File: config.mk
export PLATFORM = sky130hd
export DESIGN_NAME = geofence_poly
export DESIGN_NICKNAME = d
export VERILOG_FILES = /design/src/rtl/geofence_pkg.sv /design/src/rtl/geofence_cross.sv /design/src/rtl/geofence_poly.sv
export SDC_FILE = /design/constraint.sdc
export NUM_CORES = 2
export LEC_CHECK = 0
export CAP_MARGIN = 20
export CORE_MARGIN = 2
export CORE_UTILIZATION = 44
export CTS_BUF_LIST = sky130_fd_sc_hd__clkbuf_16
export DETAILED_ROUTE_END_ITERATION = 10
export GPL_TIMING_DRIVEN = 0
export PLACE_DENSITY = 0.7
export SYNTH_ARGS = -nofsm -noshare
export SYNTH_HDL_FRONTEND = slang
export SYNTH_SLANG_ARGS = --single-unit
File: constraint.sdc
create_clock -name clk -period 20.9 [get_ports clk]
set_input_delay 4.18 -clock clk [delete_from_list [all_inputs] [get_ports clk]]
set_output_delay 4.18 -clock clk [all_outputs]
set_load 0.005 [all_outputs]
File: src/rtl/geofence_pkg.sv
// Shared types and width helpers for the convex-polygon geofence engine.
package geofence_pkg;

    typedef enum logic [1:0] {
        ST_LOAD   = 2'd0,
        ST_SORT   = 2'd1,
        ST_EVAL   = 2'd2,
        ST_RESULT = 2'd3
    } state_e;

    // Signed width of a coordinate difference.
    function automatic int unsigned diff_width(input int unsigned coord_w);
        return coord_w + 2;
    endfunction

    // Signed width of a cross product of two differences; never overflows.
    function automatic int unsigned cross_width(input int unsigned coord_w);
        return 2 * coord_w + 5;
    endfunction

    // Number of (i,j) pairs visited by the angular exchange sort.
    function automatic int unsigned pair_count(input int unsigned nv);
        return ((nv - 1) * (nv - 2)) / 2;
    endfunction

endpackage

File: src/rtl/geofence_cross.sv
// Combinational signed 2-D cross product a x b = ax*by - ay*bx.
module geofence_cross #(
    parameter int unsigned DW = 12,
    parameter int unsigned CW = 25
) (
    input  logic signed [DW-1:0] ax_i,
    input  logic signed [DW-1:0] ay_i,
    input  logic signed [DW-1:0] bx_i,
    input  logic signed [DW-1:0] by_i,
    output logic signed [CW-1:0] cross_c
);

    logic signed [CW-1:0] ax_ext;
    logic signed [CW-1:0] ay_ext;
    logic signed [CW-1:0] bx_ext;
    logic signed [CW-1:0] by_ext;

    // Sign-extend first so products and the difference fit the full width.
    always_comb begin
        ax_ext  = CW'(ax_i);
        ay_ext  = CW'(ay_i);
        bx_ext  = CW'(bx_i);
        by_ext  = CW'(by_i);
        cross_c = (ax_ext * by_ext) - (ay_ext * bx_ext);
    end

endmodule

File: src/rtl/geofence_poly.sv
// Convex-polygon geofence: load point + NV vertices, angular sort, edge tests.
// Optional boundary reporting is enabled by defining GEOFENCE_EDGE_EN.
module geofence_poly
    import geofence_pkg::*;
#(
    parameter int unsigned COORD_W = 10,
    parameter int unsigned NV      = 6
) (
    input  logic               clk,
    input  logic               reset,
    input  logic               in_valid,
    input  logic [COORD_W-1:0] X,
    input  logic [COORD_W-1:0] Y,
    output logic               ready,
    output logic               valid,
    output logic               is_inside,
    output logic               on_edge
);

    localparam int unsigned DW     = diff_width(COORD_W);
    localparam int unsigned CW     = cross_width(COORD_W);
    localparam int unsigned P      = pair_count(NV);
    localparam int unsigned IDX_W  = $clog2(NV);
    localparam int unsigned CNT_W  = $clog2(NV + 1);
    localparam int unsigned PAIR_W = $clog2(P + 1);

    state_e               state_q, state_d;
    logic [CNT_W-1:0]     cnt_q, cnt_d;
    logic [PAIR_W-1:0]    pair_q, pair_d;
    logic [IDX_W-1:0]     i_q, i_d, j_q, j_d, k_q, k_d;
    logic [COORD_W-1:0]   tx_q, tx_d, ty_q, ty_d;
    logic [COORD_W-1:0]   vx_q [NV];
    logic [COORD_W-1:0]   vx_d [NV];
    logic [COORD_W-1:0]   vy_q [NV];
    logic [COORD_W-1:0]   vy_d [NV];
    logic                 all_neg_q, all_neg_d;
    logic                 ready_q, ready_d;
    logic                 valid_q, valid_d;
    logic                 inside_q, inside_d;
`ifdef GEOFENCE_EDGE_EN
    logic                 any_pos_q, any_pos_d;
    logic                 edge_q, edge_d;
`endif

    logic [IDX_W-1:0]     kn_c;
    logic signed [DW-1:0] sa_x, sa_y, sb_x, sb_y;
    logic signed [DW-1:0] ea_x, ea_y, eb_x, eb_y;
    logic signed [CW-1:0] sort_c, eval_c;

    function automatic logic signed [DW-1:0] diff(input logic [COORD_W-1:0] a,
                                                  input logic [COORD_W-1:0] b);
        return $signed(DW'(a) - DW'(b));
    endfunction

    // Operand selection for the sort and edge-test cross products.
    always_comb begin
        kn_c = (k_q == IDX_W'(NV - 1)) ? '0 : k_q + IDX_W'(1);
        sa_x = diff(vx_q[i_q], vx_q[0]);
        sa_y = diff(vy_q[i_q], vy_q[0]);
        sb_x = diff(vx_q[j_q], vx_q[0]);
        sb_y = diff(vy_q[j_q], vy_q[0]);
        ea_x = diff(vx_q[k_q], tx_q);
        ea_y = diff(vy_q[k_q], ty_q);
        eb_x = diff(vx_q[kn_c], vx_q[k_q]);
        eb_y = diff(vy_q[kn_c], vy_q[k_q]);
    end

    geofence_cross #(.DW(DW), .CW(CW)) u_sort_cross (
        .ax_i    (sa_x),
        .ay_i    (sa_y),
        .bx_i    (sb_x),
        .by_i    (sb_y),
        .cross_c (sort_c)
    );

    geofence_cross #(.DW(DW), .CW(CW)) u_eval_cross (
        .ax_i    (ea_x),
        .ay_i    (ea_y),
        .bx_i    (eb_x),
        .by_i    (eb_y),
        .cross_c (eval_c)
    );

    always_comb begin
        state_d   = state_q;
        cnt_d     = cnt_q;
        pair_d    = pair_q;
        i_d       = i_q;
        j_d       = j_q;
        k_d       = k_q;
        tx_d      = tx_q;
        ty_d      = ty_q;
        vx_d      = vx_q;
        vy_d      = vy_q;
        all_neg_d = all_neg_q;
`ifdef GEOFENCE_EDGE_EN
        any_pos_d = any_pos_q;
`endif

        case (state_q)
            ST_LOAD: begin
                if (in_valid && ready_q) begin
                    if (cnt_q == '0) begin
                        tx_d = X;
                        ty_d = Y;
                    end
                    for (int v = 0; v < int'(NV); v++) begin
                        if (cnt_q == CNT_W'(v + 1)) begin
                            vx_d[v] = X;
                            vy_d[v] = Y;
                        end
                    end
                    if (cnt_q == CNT_W'(NV)) begin
                        state_d = ST_SORT;
                        cnt_d   = '0;
                        pair_d  = '0;
                        i_d     = IDX_W'(1);
                        j_d     = IDX_W'(2);
                    end else begin
                        cnt_d = cnt_q + CNT_W'(1);
                    end
                end
            end
            ST_SORT: begin
                // Non-negative cross: V[j] is at least as far round as V[i], so exchange.
                if (!sort_c[CW-1]) begin
                    vx_d[i_q] = vx_q[j_q];
                    vy_d[i_q] = vy_q[j_q];
                    vx_d[j_q] = vx_q[i_q];
                    vy_d[j_q] = vy_q[i_q];
                end
                pair_d = pair_q + PAIR_W'(1);
                if (j_q == IDX_W'(NV - 1)) begin
                    i_d = i_q + IDX_W'(1);
                    j_d = i_q + IDX_W'(2);
                end else begin
                    j_d = j_q + IDX_W'(1);
                end
                if (pair_q == PAIR_W'(P - 1)) begin
                    state_d   = ST_EVAL;
                    k_d       = '0;
                    all_neg_d = 1'b1;
`ifdef GEOFENCE_EDGE_EN
                    any_pos_d = 1'b0;
`endif
                end
            end
            ST_EVAL: begin
                all_neg_d = all_neg_q & eval_c[CW-1];
`ifdef GEOFENCE_EDGE_EN
                any_pos_d = any_pos_q | (!eval_c[CW-1] && (eval_c != '0));
`endif
                k_d = kn_c;
                if (k_q == IDX_W'(NV - 1)) begin
                    state_d = ST_RESULT;
                end
            end
            ST_RESULT: begin
                state_d = ST_LOAD;
                cnt_d   = '0;
            end
            default: begin
                state_d = ST_LOAD;
                cnt_d   = '0;
            end
        endcase

        ready_d  = (state_d == ST_LOAD);
        valid_d  = (state_d == ST_RESULT);
        inside_d = valid_d & all_neg_d;
`ifdef GEOFENCE_EDGE_EN
        edge_d   = valid_d & !any_pos_d & !all_neg_d;
`endif
    end

    always_ff @(posedge clk or negedge reset) begin
        if (!reset) begin
            state_q   <= ST_LOAD;
            cnt_q     <= '0;
            pair_q    <= '0;
            i_q       <= '0;
            j_q       <= '0;
            k_q       <= '0;
            tx_q      <= '0;
            ty_q      <= '0;
            for (int v = 0; v < int'(NV); v++) begin
                vx_q[v] <= '0;
                vy_q[v] <= '0;
            end
            all_neg_q <= 1'b0;
            ready_q   <= 1'b0;
            valid_q   <= 1'b0;
            inside_q  <= 1'b0;
`ifdef GEOFENCE_EDGE_EN
            any_pos_q <= 1'b0;
            edge_q    <= 1'b0;
`endif
        end else begin
            state_q   <= state_d;
            cnt_q     <= cnt_d;
            pair_q    <= pair_d;
            i_q       <= i_d;
            j_q       <= j_d;
            k_q       <= k_d;
            tx_q      <= tx_d;
            ty_q      <= ty_d;
            vx_q      <= vx_d;
            vy_q      <= vy_d;
            all_neg_q <= all_neg_d;
            ready_q   <= ready_d;
            valid_q   <= valid_d;
            inside_q  <= inside_d;
`ifdef GEOFENCE_EDGE_EN
            any_pos_q <= any_pos_d;
            edge_q    <= edge_d;
`endif
        end
    end

    assign ready     = ready_q;
    assign valid     = valid_q;
    assign is_inside = inside_q;
`ifdef GEOFENCE_EDGE_EN
    assign on_edge   = edge_q;
`else
    assign on_edge   = 1'b0;
`endif

endmodule

Word-level counts from Yosys, hierarchy flattened
Cells that the tools add are included.

storage, ports and cells
  output and inout bits = 4
  input port bits = 23
  register bits = 162
  word-level logic and storage cells = 173

cells by class
  multipliers = 4
  eq/ne operators = 23
  mux-type cells = 74
  order comparisons = 6
  bitwise logic cells = 6
  reductions and logical operators = 20
  $add $sub $neg = 16

operator list
  operator             count
  $mux 10              30
  $bmux 10 s3          8
  $bwmux 60            4
  $mux 60              4
  $pmux 60 s2          2
  $mul 11x11->22       4
  $sub 10x10->11       8
  $demux 10 s3         2
  $sub 25x25->25       2
  $mux 3               10
  $reduce_and 4->1     7
  $pmux 3 s2           4
  $ne 2x2->1 const B   10
  $ge 4x4->1 const B   4
  $not 3->4            4
  $eq 3x3->1 const B   5
  $add 3x1->3 const B  4
  $lt 4x1->1 const B   2
  $mux 2               4
  $mux 4               2
  $pmux 2 s4           1
  $pmux 4 s2           1
  $eq 2x2->1 const B   3
  $eq 3x2->1 const B   2
  other kinds (14)     22

Longest topological paths before layout
  depth after elaboration = 12
  depth in mapped cells = 44
  mapped depth without buffers = 41

Hierarchy
Synthesis repeated with hierarchy kept, for this count alone.

second synthesis, totals
  cells, all modules = 4,342
  area, all modules = 39,805.7 sq um

modules (own cells, without submodules)
  module                         cells each  area each (sq um)  times used
  geofence_poly                  1,764       15,841.4           1
  geofence_cross (u_eval_cross)  1,295       12,016.5           1
  geofence_cross (u_sort_cross)  1,283       11,947.7           1

Worst setup path before layout
No wires, ideal clock.

  kind = reg-to-reg
  from = register i_q[0]
  to = register vx_q[40] in the netlist's numbering
  arrival time = 9.900 ns
  library setup time = 0.125 ns
  clock period less this slack = 10.025 ns
  buffers on the path = 4
  cell stages (with the launch flop) = 42
  slack = 10.875 ns
  data required time = 20.775 ns
  cells stage by stage = dfrtp_1 > buf_2 > buf_4 > mux4_2 > nand2_1 > o21ai_1 > inv_1 > ha_1 > inv_1 > fa_1 > a21o_1 > a21oi_1 > o21bai_1 > a21oi_1 > o21ai_0 > a31oi_1 > buf_2 > nand2_1 > (+6 left out) > fa_1 > inv_1 > ha_1 > and3_1 > and3_1 > a22oi_1 > nand3b_1 > a21oi_1 > xor2_1 > ha_1 > a21oi_1 > o21ai_1 > a311o_1 > or4_4 > a2bb2oi_4 > o2111ai_2 > buf_12 > mux2_4

between the ends
  word-level cells in the longest chain between the ends = 9

ends and longest elaborated chain
  item                                                              line                                        RTL
  start, declared                                                   geofence_poly.sv:30                         logic [IDX_W-1:0] i_q, i_d, j_q, j_d, k_q, k_d;
  start signal, assigned                                            geofence_poly.sv:202                        i_q <= i_d;
  $not 3->4 (not written as such) (*)                               --
  $bmux 10 s3 (tied with other cells)                               geofence_poly.sv:58, geofence_poly.sv:129
  $mux 10 (not written as such) (tied with other cells)             geofence_poly.sv:58, geofence_poly.sv:129
  $mux 10, on equally long branches                                 --
  $sub 10x10->11 or $demux 10 s3 (tied branches)                    geofence_poly.sv:52, geofence_poly.sv:127
  $mul 11x11->22 or $bwmux 60 (tied branches)                       geofence_cross.sv:24, geofence_poly.sv:127
  $sub 25x25->25 or $bwmux 60 (tied branches)                       geofence_cross.sv:24, geofence_poly.sv:129
  $ne 2x2->1 (no source line) or $mux 60 (tied branches)            --
  $reduce_and 4->1 (no source line) or $pmux 60 s2 (tied branches)  --
  end signal, assigned                                              geofence_poly.sv:207                        vx_q <= vx_d;
  end, declared                                                     geofence_poly.sv:32                         logic [COORD_W-1:0] vx_q [NV];

Every way passes the cells marked *; elsewhere a longest branch is shown, timed or not. The select of a mux whose other input is x is not followed.
A chain may end at the register's enable or synchronous reset.

Worst setup path after layout
  from = register j_q[2]
  to = register vy_q[22] in the netlist's numbering

between the ends
  word-level cells in the longest chain between the ends = 9

ends and longest elaborated chain
  item                                             line                                                            RTL
  start, declared                                  geofence_poly.sv:30
  start signal, assigned                           geofence_poly.sv:203                                            j_q <= j_d;
  $not 3->4 (not written as such) (*)              --
  $bmux 10 s3, on equally long branches            geofence_poly.sv:61, geofence_poly.sv:128, geofence_poly.sv:60
  $mux 10, on equally long branches (2 in series)  geofence_poly.sv:61, geofence_poly.sv:128, geofence_poly.sv:60
  $sub 10x10->11                                   geofence_poly.sv:52                                             return $signed(DW'(a) - DW'(b));
  $mul 11x11->22                                   geofence_cross.sv:24                                            cross_c = (ax_ext * by_ext) - (ay_ext * bx_ext);
  $sub 25x25->25                                   geofence_cross.sv:24
  $ne 2x2->1 (no source line)                      --
  $reduce_and 4->1 (no source line)                --
  end signal, assigned                             geofence_poly.sv:208                                            vy_q <= vy_d;
  end, declared                                    geofence_poly.sv:34                                             logic [COORD_W-1:0] vy_q [NV];

Marks and branches as above.

==> impl_metrics.ini <==
[status]
status = completed

[setup_path]
max_stage_delay_ns = 0.91
crit_required_ns = 21.25
start_kind = flip-flop
slowest_stage = o22ai_1
critPathKind = flip-flop to flip-flop
path_max_fanout = 10
cp.arrival_ns = 12.72
cp-end-kind = flip-flop
r2r_cells = 37
cpMostUsedCell = fa_1

[clocking]
cts_tree = done
clk_path_buf_depth = 2
cts_hold_buffers = 0
clk_latency_ns = 0.48
post_cts_resized = 0
cts_made_buffers = 17
numClockSinks = 162
cts_root_buf = clkbuf_16
cts_max_level = 4
path_clk_slew_ns = 0.07
cts_setup_buffers = 0

[detailed_routing]
routed_wl_um = 117500
first_iter_violations = 3111
routed_via_density = 5.884
wl_per_cell_um = 22.76
drc = 0
first_pass_iters = 7
drt.antenna.violating_nets = 0
via_count = 30375

[sta]
post-route-period-util = 0.5918
hold_viol = 0
fin_tns_setup_ns = 0
worst_pin_slew_ns = 1.164
drv_slew = 0
post-route-min-period_ns = 12.37
clock_skew_ns = 0.02193
finalSetupViolCount = 0
rsz0062_at_grt = no
fmax_ghz = 0.08085
maxSlewHeadroom = 0.2187

[layout]
syn_to_final_growth_pct = 6.152
final_cell_count_no_fill = 5162
nets = 4909
drive_gt1_frac = 0.05587
fillers = 7705
multi_input_area_um2 = 28100
regArea_um2 = 4054

[floorplan]
core-area_um2 = 80290
start_util = 0.4436
die_w_um = 288.5
rows = 104
pin_count = 27
die_y_um = 288.5
die_area_um2 = 83230

[hold_path]
hold_class = flip-flop to flip-flop
hold_depth = 1

[grt]
grt_antenna_before_repair = 4
grt_pass1_vias = 29851
track_usage = 0.2832
grt_pass1_wl_um = 177800
grt_max_degree = 103
globalRouteOverflowTotal = 0

[logic_synthesis]
yosysTopAreaCell = fa_1
yosys_warnings = 0
synthesis.nets = 4861
syn_avg_cell_area_um2 = 8.817
yosys.cell_types.count = 76
synth_ff_type = dfrtp_1
synth-edff-count = 0
async_flop_share = 1.000
synth_top_area_frac = 0.2698
netlist_instances = 4039
synth_area_leaders = fa_1 (27%), dfrtp_1 (11%), ha_1 (11%)
seq_area_frac_synth = 0.1138
ys_ff_latch = 162
synth_area_um2 = 35610

[job]
maxCapViolations = 0

[placement]
place_hpwl_um = 95770
io_buffers = 25
gp_congestion = 1.019
placedCellCount = 5127
## cell usage in the layout, fill, tap and decap left out, drive strengths merged, types with 51 or more instances in the layout
cell	instances
a21oi	211
a221oi	81
a22oi	51
and2	58
clkbuf	161
dfrtp	162
fa	480
ha	319
inv	699
mux2	154
mux2i	92
nand2	381
nor2	321
nor2b	56
nor3	73
o21ai	117
xnor2	114
xor2	59
## metrics by stage
stage | area, um2 | util | hold WS [ns] | setup WS (ns)
CTS | 37790 | 0.4707 | 0.5083 | 8.726
finish | 37800 | 0.4709 | 0.5047 | 8.532
floorplan | 35610 | - | 0.4794 | 10.88
global route | 37800 | 0.4708 | 0.5303 | 8.026
detailed placement | 37230 | 0.4637 | 0.4931 | 8.728
global placement | 37190 | 0.4632 | 0.4892 | 8.263
## critical path, delay by kind of cell, from the launching register on
kind	cells	cell delay, ns
AO/OA/AOI/OAI	14	3.70
multiplexers	1	0.35
adder cells (fa/ha/maj)	8	3.53
flip-flops	1	0.43
XOR/XNOR	1	0.33
AND/OR/NAND/NOR	6	2.00
buffers and inverters	7	1.88
## registers in the layout, summed over array words and instances, names as in the netlist, 3 cells and up
name	flops
vx_q	60
vy_q	60
tx_q	10
ty_q	10
pair_q	4
cnt_q	3
i_q	3
j_q	3
k_q	3
## routing by layer
metal	routed length (um)	up-vias	share of wire	GRT usage
li1	-	13438	-	-
met2	52890	1584	0.45	0.4460
met5	58	-	0.00049	0
met4	5723	6	0.049	0.1241
met1	47480	15012	0.40	0.3723
met3	11330	335	0.096	0.06675
## path summary, 6_finish.rpt
check | slack (ns) | end | from
min | 0.50 | ty_q[7] | ty_q[7]
max reg2reg | 8.53 | vy_q[22] | j_q[2]
max in group asynchronous | 16.26 | ty_q[1] | reset
max | 8.53 | vy_q[22] | j_q[2]
min in group asynchronous | 3.62 | is_inside | reset
min reg2reg | 0.50 | ty_q[7] | ty_q[7]
## cell usage after synthesis (all sizes together), types with 81 or more instances
cell and number:
a21oi 211, clkbuf 144, ha 319, xnor2 114, nand2 381, a221oi 81
inv 693, dfrtp 162, nor2 321, mux2i 92, mux2 154, fa 480
o21ai 117
## area by class of cell
type	instances	area share
buffer	186	0.02261
clock buffer	17	0.01125
timing repair buffer	29	0.007943
antenna	3	0.0001986
multi-input combinational	2997	0.7433
sequential	162	0.1072
clock inverter	14	0.003475
inverter	694	0.06891
tap	1060	0.03508
## kinds of logic after synthesis
group	after synthesis	share of synthesized area
compound gates	722	0.1379
xor+xnor	173	0.04255
flops	162	0.1138
buf+inv	880	0.09714
mux	279	0.09858
simple gates	1023	0.1280
fa+ha+maj	799	0.3819
other cells	1	0.0001053
Power is left out: the tool's default activity adds up to more than one toggle a clock period on the data nets, which glitch-free logic cannot reach.
